==> config.mk <==
export PLATFORM = sky130hd
export DESIGN_NAME = dmem_arbiter_flat
export DESIGN_NICKNAME = d
export VERILOG_FILES = /design/src/rtl/dmem_arb_pkg.sv /design/src/rtl/dmem_arbiter_if.sv /design/src/rtl/dmem_rr_pick.sv /design/src/rtl/dmem_arbiter.sv /design/src/flat_wrapper.sv
export SDC_FILE = /design/constraint.sdc
export NUM_CORES = 1
export LEC_CHECK = 0
export CAP_MARGIN = 5
export CORE_AREA = 2 2 90 92
export CTS_BUF_LIST = sky130_fd_sc_hd__clkbuf_16
export DETAILED_ROUTE_END_ITERATION = 8
export DIE_AREA = 0 0 92 94
export PLACE_DENSITY = 0.83
export RECOVER_POWER = 50
export SLEW_MARGIN = 20
export SYNTH_ARGS = -nofsm -noshare
export SYNTH_HDL_FRONTEND = slang
export SYNTH_SLANG_ARGS = --single-unit
==> constraint.sdc <==
create_clock -name clock -period 4.4 [get_ports clock]
set_input_delay 1.1 -clock clock [delete_from_list [all_inputs] [get_ports clock]]
set_output_delay 1.1 -clock clock [all_outputs]
set_load 0.03 [all_outputs]
==> src/rtl/dmem_arb_pkg.sv <==
// Shared types and constants for the two-requester data-memory arbiter.
package dmem_arb_pkg;

  typedef enum logic {
    IDLE = 1'b0,
    BUSY = 1'b1
  } state_e;

  // Requester index: 0 = req0, 1 = req1.
  typedef logic owner_t;

  localparam owner_t OWNER_REQ0 = 1'b0;
  localparam owner_t OWNER_REQ1 = 1'b1;

  localparam logic [7:0] TIMEOUT_CYCLES_DEFAULT = 8'd32;

  function automatic logic [7:0] sat_inc(input logic [7:0] v);
    return (v == 8'hFF) ? v : v + 8'd1;
  endfunction

endpackage

==> src/rtl/dmem_arbiter_if.sv <==
// Requester and memory-side signals of the data-memory arbiter.
interface dmem_arbiter_if;

  logic        req0_valid;
  logic        req0_rd;
  logic [15:0] req0_addr;
  logic [15:0] req0_wdata;
  logic        req0_ready;
  logic        req0_done;
  logic        req0_err;
  logic [15:0] req0_rdata;

  logic        req1_valid;
  logic        req1_rd;
  logic [15:0] req1_addr;
  logic [15:0] req1_wdata;
  logic        req1_ready;
  logic        req1_done;
  logic        req1_err;
  logic [15:0] req1_rdata;

  logic        data_req;
  logic [15:0] data_addr;
  logic [15:0] data_din;
  logic        data_rd;
  logic [15:0] data_dout;
  logic        complete_data;

  // The arbiter serves the requesters, so it takes the slave view.
  modport slave (
    input  req0_valid, req0_rd, req0_addr, req0_wdata,
    input  req1_valid, req1_rd, req1_addr, req1_wdata,
    input  data_dout, complete_data,
    output req0_ready, req0_done, req0_err, req0_rdata,
    output req1_ready, req1_done, req1_err, req1_rdata,
    output data_req, data_addr, data_din, data_rd
  );

  // Requesters plus the memory model.
  modport master (
    output req0_valid, req0_rd, req0_addr, req0_wdata,
    output req1_valid, req1_rd, req1_addr, req1_wdata,
    output data_dout, complete_data,
    input  req0_ready, req0_done, req0_err, req0_rdata,
    input  req1_ready, req1_done, req1_err, req1_rdata,
    input  data_req, data_addr, data_din, data_rd
  );

endinterface

==> src/rtl/dmem_rr_pick.sv <==
// Two-way round-robin pick: lone valid always wins, pointer breaks ties.
module dmem_rr_pick
  import dmem_arb_pkg::*;
(
  input  logic [1:0] valid,
  input  owner_t     pointer,
  output logic [1:0] grant
);

  always_comb begin
    grant = valid;
    if (valid == 2'b11) begin
      grant = (pointer == OWNER_REQ1) ? 2'b10 : 2'b01;
    end
  end

endmodule

==> src/rtl/dmem_arbiter.sv <==
// Arbitrates two requesters onto one data-memory port, one transaction at a time,
// with a completion timeout.
module dmem_arbiter
  import dmem_arb_pkg::*;
#(
  parameter logic [7:0] TIMEOUT_CYCLES = TIMEOUT_CYCLES_DEFAULT
) (
  input logic           clock,
  input logic           reset,
  dmem_arbiter_if.slave bus
);

  localparam logic [7:0] LAST_CNT = TIMEOUT_CYCLES - 8'd1;

  state_e            state_q, state_d;
  owner_t            owner_q, ptr_q;
  logic [7:0]        cnt_q;
  logic [15:0]       addr_q, din_q;
  logic              rd_q;
  logic [1:0]        done_q, err_q;
  logic [1:0][15:0]  rdata_q;

  logic [1:0]        valid, grant, ready;
  logic              accept, complete, timeout, finish, data_req;
  owner_t            acc_owner;
  logic [15:0]       sel_addr, sel_wdata;
  logic              sel_rd;

  assign valid = {bus.req1_valid, bus.req0_valid};

  dmem_rr_pick u_pick (
    .valid   (valid),
    .pointer (ptr_q),
    .grant   (grant)
  );

  assign accept    = |ready;
  assign acc_owner = ready[1];
  assign sel_addr  = acc_owner ? bus.req1_addr  : bus.req0_addr;
  assign sel_wdata = acc_owner ? bus.req1_wdata : bus.req0_wdata;
  assign sel_rd    = acc_owner ? bus.req1_rd    : bus.req0_rd;

  // Completion outranks a timeout falling on the same cycle.
  assign complete = (state_q == BUSY) && bus.complete_data;
  assign timeout  = (state_q == BUSY) && !bus.complete_data && (cnt_q == LAST_CNT);
  assign finish   = complete || timeout;

  always_ff @(posedge clock) begin
    if (reset) begin
      state_q <= IDLE;
    end else begin
      state_q <= state_d;
    end
  end

  always_comb begin
    state_d = state_q;
    case (state_q)
      IDLE:    if (accept) state_d = BUSY;
      BUSY:    if (finish) state_d = IDLE;
      default: state_d = IDLE;
    endcase
  end

  always_comb begin
    ready    = 2'b00;
    data_req = 1'b0;
    case (state_q)
      IDLE:    if (!reset) ready = grant;
      BUSY:    data_req = 1'b1;
      default: ;
    endcase
  end

  always_ff @(posedge clock) begin
    if (reset) begin
      owner_q <= OWNER_REQ0;
      ptr_q   <= OWNER_REQ0;
      cnt_q   <= 8'd0;
      addr_q  <= 16'd0;
      din_q   <= 16'd0;
      rd_q    <= 1'b0;
      done_q  <= 2'b00;
      err_q   <= 2'b00;
      rdata_q <= '0;
    end else begin
      done_q <= 2'b00;
      err_q  <= 2'b00;
      if (accept) begin
        owner_q <= acc_owner;
        addr_q  <= sel_addr;
        din_q   <= sel_wdata;
        rd_q    <= sel_rd;
        cnt_q   <= 8'd0;
      end else if (complete) begin
        done_q[owner_q] <= 1'b1;
        if (rd_q) rdata_q[owner_q] <= bus.data_dout;
        ptr_q <= ~owner_q;
      end else if (timeout) begin
        err_q[owner_q] <= 1'b1;
        ptr_q <= ~owner_q;
      end else if (state_q == BUSY) begin
        cnt_q <= sat_inc(cnt_q);
      end
    end
  end

  assign bus.req0_ready = ready[0];
  assign bus.req1_ready = ready[1];
  assign bus.req0_done  = done_q[0];
  assign bus.req1_done  = done_q[1];
  assign bus.req0_err   = err_q[0];
  assign bus.req1_err   = err_q[1];
  assign bus.req0_rdata = rdata_q[0];
  assign bus.req1_rdata = rdata_q[1];
  assign bus.data_req   = data_req;
  assign bus.data_addr  = addr_q;
  assign bus.data_din   = din_q;
  assign bus.data_rd    = rd_q;

  // A zero timeout would make the counter compare against 8'hFF.
  timeout_nonzero_a: assert property (@(posedge clock) TIMEOUT_CYCLES != 8'd0);

endmodule

==> src/flat_wrapper.sv <==
// flat-port wrapper written by rule: the top's interface ports become plain ports
module dmem_arbiter_flat import dmem_arb_pkg::*;
#(
  parameter logic [7:0] TIMEOUT_CYCLES = TIMEOUT_CYCLES_DEFAULT
)
  (clock, reset, bus_req0_valid, bus_req0_rd, bus_req0_addr, bus_req0_wdata, bus_req1_valid, bus_req1_rd, bus_req1_addr, bus_req1_wdata, bus_data_dout, bus_complete_data, bus_req0_ready, bus_req0_done, bus_req0_err, bus_req0_rdata, bus_req1_ready, bus_req1_done, bus_req1_err, bus_req1_rdata, bus_data_req, bus_data_addr, bus_data_din, bus_data_rd);
  dmem_arbiter_if bus_i ();
  input logic clock;
  input logic reset;
  input wire logic [$bits(bus_i.req0_valid)-1:0] bus_req0_valid;
  input wire logic [$bits(bus_i.req0_rd)-1:0] bus_req0_rd;
  input wire logic [$bits(bus_i.req0_addr)-1:0] bus_req0_addr;
  input wire logic [$bits(bus_i.req0_wdata)-1:0] bus_req0_wdata;
  input wire logic [$bits(bus_i.req1_valid)-1:0] bus_req1_valid;
  input wire logic [$bits(bus_i.req1_rd)-1:0] bus_req1_rd;
  input wire logic [$bits(bus_i.req1_addr)-1:0] bus_req1_addr;
  input wire logic [$bits(bus_i.req1_wdata)-1:0] bus_req1_wdata;
  input wire logic [$bits(bus_i.data_dout)-1:0] bus_data_dout;
  input wire logic [$bits(bus_i.complete_data)-1:0] bus_complete_data;
  output wire logic [$bits(bus_i.req0_ready)-1:0] bus_req0_ready;
  output wire logic [$bits(bus_i.req0_done)-1:0] bus_req0_done;
  output wire logic [$bits(bus_i.req0_err)-1:0] bus_req0_err;
  output wire logic [$bits(bus_i.req0_rdata)-1:0] bus_req0_rdata;
  output wire logic [$bits(bus_i.req1_ready)-1:0] bus_req1_ready;
  output wire logic [$bits(bus_i.req1_done)-1:0] bus_req1_done;
  output wire logic [$bits(bus_i.req1_err)-1:0] bus_req1_err;
  output wire logic [$bits(bus_i.req1_rdata)-1:0] bus_req1_rdata;
  output wire logic [$bits(bus_i.data_req)-1:0] bus_data_req;
  output wire logic [$bits(bus_i.data_addr)-1:0] bus_data_addr;
  output wire logic [$bits(bus_i.data_din)-1:0] bus_data_din;
  output wire logic [$bits(bus_i.data_rd)-1:0] bus_data_rd;
  assign bus_i.req0_valid = bus_req0_valid;
  assign bus_i.req0_rd = bus_req0_rd;
  assign bus_i.req0_addr = bus_req0_addr;
  assign bus_i.req0_wdata = bus_req0_wdata;
  assign bus_i.req1_valid = bus_req1_valid;
  assign bus_i.req1_rd = bus_req1_rd;
  assign bus_i.req1_addr = bus_req1_addr;
  assign bus_i.req1_wdata = bus_req1_wdata;
  assign bus_i.data_dout = bus_data_dout;
  assign bus_i.complete_data = bus_complete_data;
  assign bus_req0_ready = bus_i.req0_ready;
  assign bus_req0_done = bus_i.req0_done;
  assign bus_req0_err = bus_i.req0_err;
  assign bus_req0_rdata = bus_i.req0_rdata;
  assign bus_req1_ready = bus_i.req1_ready;
  assign bus_req1_done = bus_i.req1_done;
  assign bus_req1_err = bus_i.req1_err;
  assign bus_req1_rdata = bus_i.req1_rdata;
  assign bus_data_req = bus_i.data_req;
  assign bus_data_addr = bus_i.data_addr;
  assign bus_data_din = bus_i.data_din;
  assign bus_data_rd = bus_i.data_rd;
  dmem_arbiter #(.TIMEOUT_CYCLES(TIMEOUT_CYCLES)) u_core (.clock(clock), .reset(reset), .bus(bus_i));
endmodule
==> flow_metrics.env <==
export IMPL_start_util=0.4234
export IMPL_mostFrequentLayoutCells="93 x clkdlybuf4s50_1, 80 x dfxtp_1, 70 x nand2_1"
export IMPL_p_leak_nw=2.201
export IMPL_grt_max_degree=74
export IMPL_synth_area_um2=3221
export IMPL_worst_slack_ns=0.7902
export IMPL_syn_inst=369
export IMPL_cts_hold_buf=0
export IMPL_htreeDepth=3
export IMPL_gr_total_overflow=0
export IMPL_die_width_um=92
export IMPL_synth_seq_cells=80
export IMPL_rrSetupSlack_ns=2.46
export IMPL_path_delay_family="buffers and inverters"
export IMPL_crit_fanout=4
export IMPL_required_ns=3.30
export IMPL_drc_errors=0
export IMPL_num_vias=3137
export IMPL_wl_met3_um=622
export IMPL_cts_inserted_buffers=9
export IMPL_n_antenna_cell=0
export IMPL_wl_met2_um=4252
export IMPL_core_area_um2=7607
export IMPL_endpoint="bus_req1_ready"
export IMPL_layout_min_cycle_time_ns=3.610
export IMPL_path_clk_slew_ns=0.07
export IMPL_die_area_um2=8648
export IMPL_critPathCaptureType="output port"
export IMPL_cts_sinks=80
export IMPL_ys_flop_type="dfxtp_1"
export IMPL_postCtsSetupBuffers=0
export IMPL_hold_viol=0
export IMPL_async_flop_share=0
export IMPL_timing_rr_end="u_core.bus.data_addr[2]"
export IMPL_r2r_start="u_core.state_q"
export IMPL_firstDrtPassIters=5
export IMPL_cts_tree="built"
export IMPL_startpoint_type="input pin"
export IMPL_synth_edf_count=0
export IMPL_clock_path_buffers=2
export IMPL_boundaryPins=159
export IMPL_slew_violations=0
export IMPL_drt_wirelength_per_cell_um=13.73
export IMPL_crit_type="input pin to output port"
export IMPL_clkPwrFrac=0.430
export IMPL_fin_crit_sh=0.8204
export IMPL_drt_iter0_drc=63
export IMPL_pre_cts_slack_ns=0.7768
export IMPL_dp_hpwl_um=6316
export IMPL_port_buffers=158
export IMPL_fmax_mhz=277.0
export IMPL_yosysSeqAreaShare=0.4973
export IMPL_rsz0062_at_grt="false"
export IMPL_reg2reg_depth=5
export IMPL_cp_buffers_inverters=3
export IMPL_cp_startpoint="bus_req0_valid"
export IMPL_wl_um=8565
export IMPL_holdWs_ns=0.4531
export IMPL_fin_util=0.6804
export IMPL_p_per_area_nw_per_um2=360.8
export IMPL_power_frac_comb=0.156
export IMPL_status="finished clean"
export IMPL_switchingPower_w=0.0004646
export IMPL_hp_class="flop to flop"
export IMPL_cp_common_cell="clkdlybuf4s50_1"
export IMPL_slew_headroom=0.02806
export IMPL_setup_tns_final_ns=0
export IMPL_maxUsedRoutingLayer="met4"
export IMPL_syn_area_per_cell_um2=8.728
export IMPL_grt_pass1_wl_um=14190
export IMPL_clock_latency_ns=0.33
export IMPL_max_stage_delay_ns=0.67
export IMPL_path_cells="clkdlybuf4s50_1, nand2b_1, nand3_2, inv_1, clkdlybuf4s50_1"
export IMPL_wl_met1_um=3556
export IMPL_gp_congestion=0.8136
export IMPL_intPower_w=0.001403
export IMPL_grt_pass1_vias=3074
export IMPL_crit_path_top_delay_cell="clkdlybuf4s50_1"
export IMPL_syn_to_final_growth_pct=60.72
export IMPL_ir_worst_vdd_mv=0.2021
export IMPL_antenna_found_initial=0
export IMPL_fin_skew_ns=0.01013
export IMPL_die_height_um=94
export IMPL_setup_violations=0
export IMPL_rows=32
export IMPL_synth_distinct_cells=29
export IMPL_yosys_warnings=0
export IMPL_maxCapViolations=0
export IMPL_tightest_slew_ns=1.458
export IMPL_seq_power_share=0.414
export IMPL_syn_nets=457
export IMPL_mostFrequentLayoutCell="clkdlybuf4s50_1"
export IMPL_vias_per_cell=5.027
export IMPL_switching_share=0.2488
export IMPL_cts_root_buf="clkbuf_16"
export IMPL_cts_resized=0
export IMPL_finalNetCount=605
export IMPL_cp_data_arrival_time_ns=2.51
export IMPL_final_layout_size_suffix_gt1_frac=0.04981
export IMPL_path_depth=5
export IMPL_ant_nets=0
export IMPL_grt_use_total=0.2033
==> through the flow <==
stage / std cells / area [um^2] / total power [W]
floorplan: 369 / 3221 / 0.0009362
global placement: 608 / 4853 / 0.001087
detailed placement: 608 / 4853 / 0.001093
CTS: 624 / 5180 / 0.001897
global route: 624 / 5176 / 0.001945
finish: 624 / 5176 / 0.001868
==> area by class of cell <==
cell class	count	area [um^2]
fill	627	2431
timing repair buffer	163	1610
sequential	80	1602
multi-input combinational	261	1503
clock buffer	9	225.2
tap	102	127.6
clock inverter	7	101.3
inverter	2	7.507
==> per-layer routing <==
layer,global-route usage,vias to the layer above
li1,-,1587
met1,0.2391,1422
met2,0.3517,114
met3,0.05457,14
met4,0.08333,0
met5,0,-
==> cell families (layout without fill, tap and decap cells) <==
family / Yosys count / count (layout) / share of synthesized area
AND/OR/NAND/NOR: 138 / 138 / 0.1849
AO/OA/AOI/OAI: 88 / 88 / 0.1686
flip-flops: 80 / 80 / 0.4973
multiplexers: 34 / 34 / 0.1061
buffers and inverters: 28 / 181 / 0.03924
adder cells (fa/ha/maj): 1 / 1 / 0.003884
==> registers in the layout (all words and copies together), names as in the netlist, 2 cells and up <==
register,cells
u_core.bus.data_addr,16
u_core.bus.req1_rdata,16
u_core.bus.data_din,16
u_core.bus.req0_rdata,16
u_core.err_q,2
u_core.cnt_q,8
u_core.done_q,2
==> power groups by stage <==
stage / registers (W) / logic (W) / clock network [W]
final: 0.000772 / 0.000292 / 0.000803
after global routing: 0.000777 / 0.000315 / 0.000854
after CTS: 0.000774 / 0.000305 / 0.000818
after detailed placement: 0.000789 / 0.000303 / 0
after global placement: 0.000788 / 0.000299 / 0
after floorplan: 0.000843 / 0.0000932 / 0
==> worst min path at each step <==
stage | from | to | slack, ns | cells after the start
3_3_place_gp | u_core.bus.req0_rdata[0] | u_core.bus.req0_rdata[0] | 0.44 | 2
6_report | u_core.bus.req1_rdata[13] | u_core.bus.req1_rdata[13] | 0.45 | 2
4_1_cts | u_core.bus.req1_rdata[13] | u_core.bus.req1_rdata[13] | 0.46 | 2
3_5_place_dp | u_core.bus.req1_rdata[13] | u_core.bus.req1_rdata[13] | 0.45 | 2
5_1_grt | u_core.bus.req1_rdata[1] | u_core.bus.req1_rdata[1] | 0.46 | 2
2_1_floorplan | u_core.owner_q | u_core.err_q[0] | 0.45 | 1
==> worst register-to-register path: stages (launching register included) <==
cell and delay (ns):
dfxtp_1 0.58, nor2_1 0.15, nand3_2 0.13, buf_4 0.47
mux2i_1 0.34, a211oi_1 0.10
==> cell usage after synthesis, drive strengths merged, types with 2 or more instances <==
cell type  count  area (um^2)
nand4          3        18.77
nand3          4        20.02
nand3b         2        15.01
mux2i         33        330.3
a211oi        33        247.7
buf           10        58.80
or3            4        30.03
nor3           4        20.02
clkbuf        16        60.06
o21ai          7        35.03
nand2         70        262.8
nor2          42        157.7
nor2b          2        12.51
o211ai         2        15.01
inv            2        7.510
or4            3        22.52
dfxtp         80         1602
a21oi         41        205.2
o31ai          3        22.52
nand2b         3        26.27
Power figures use the tool's default switching activity.
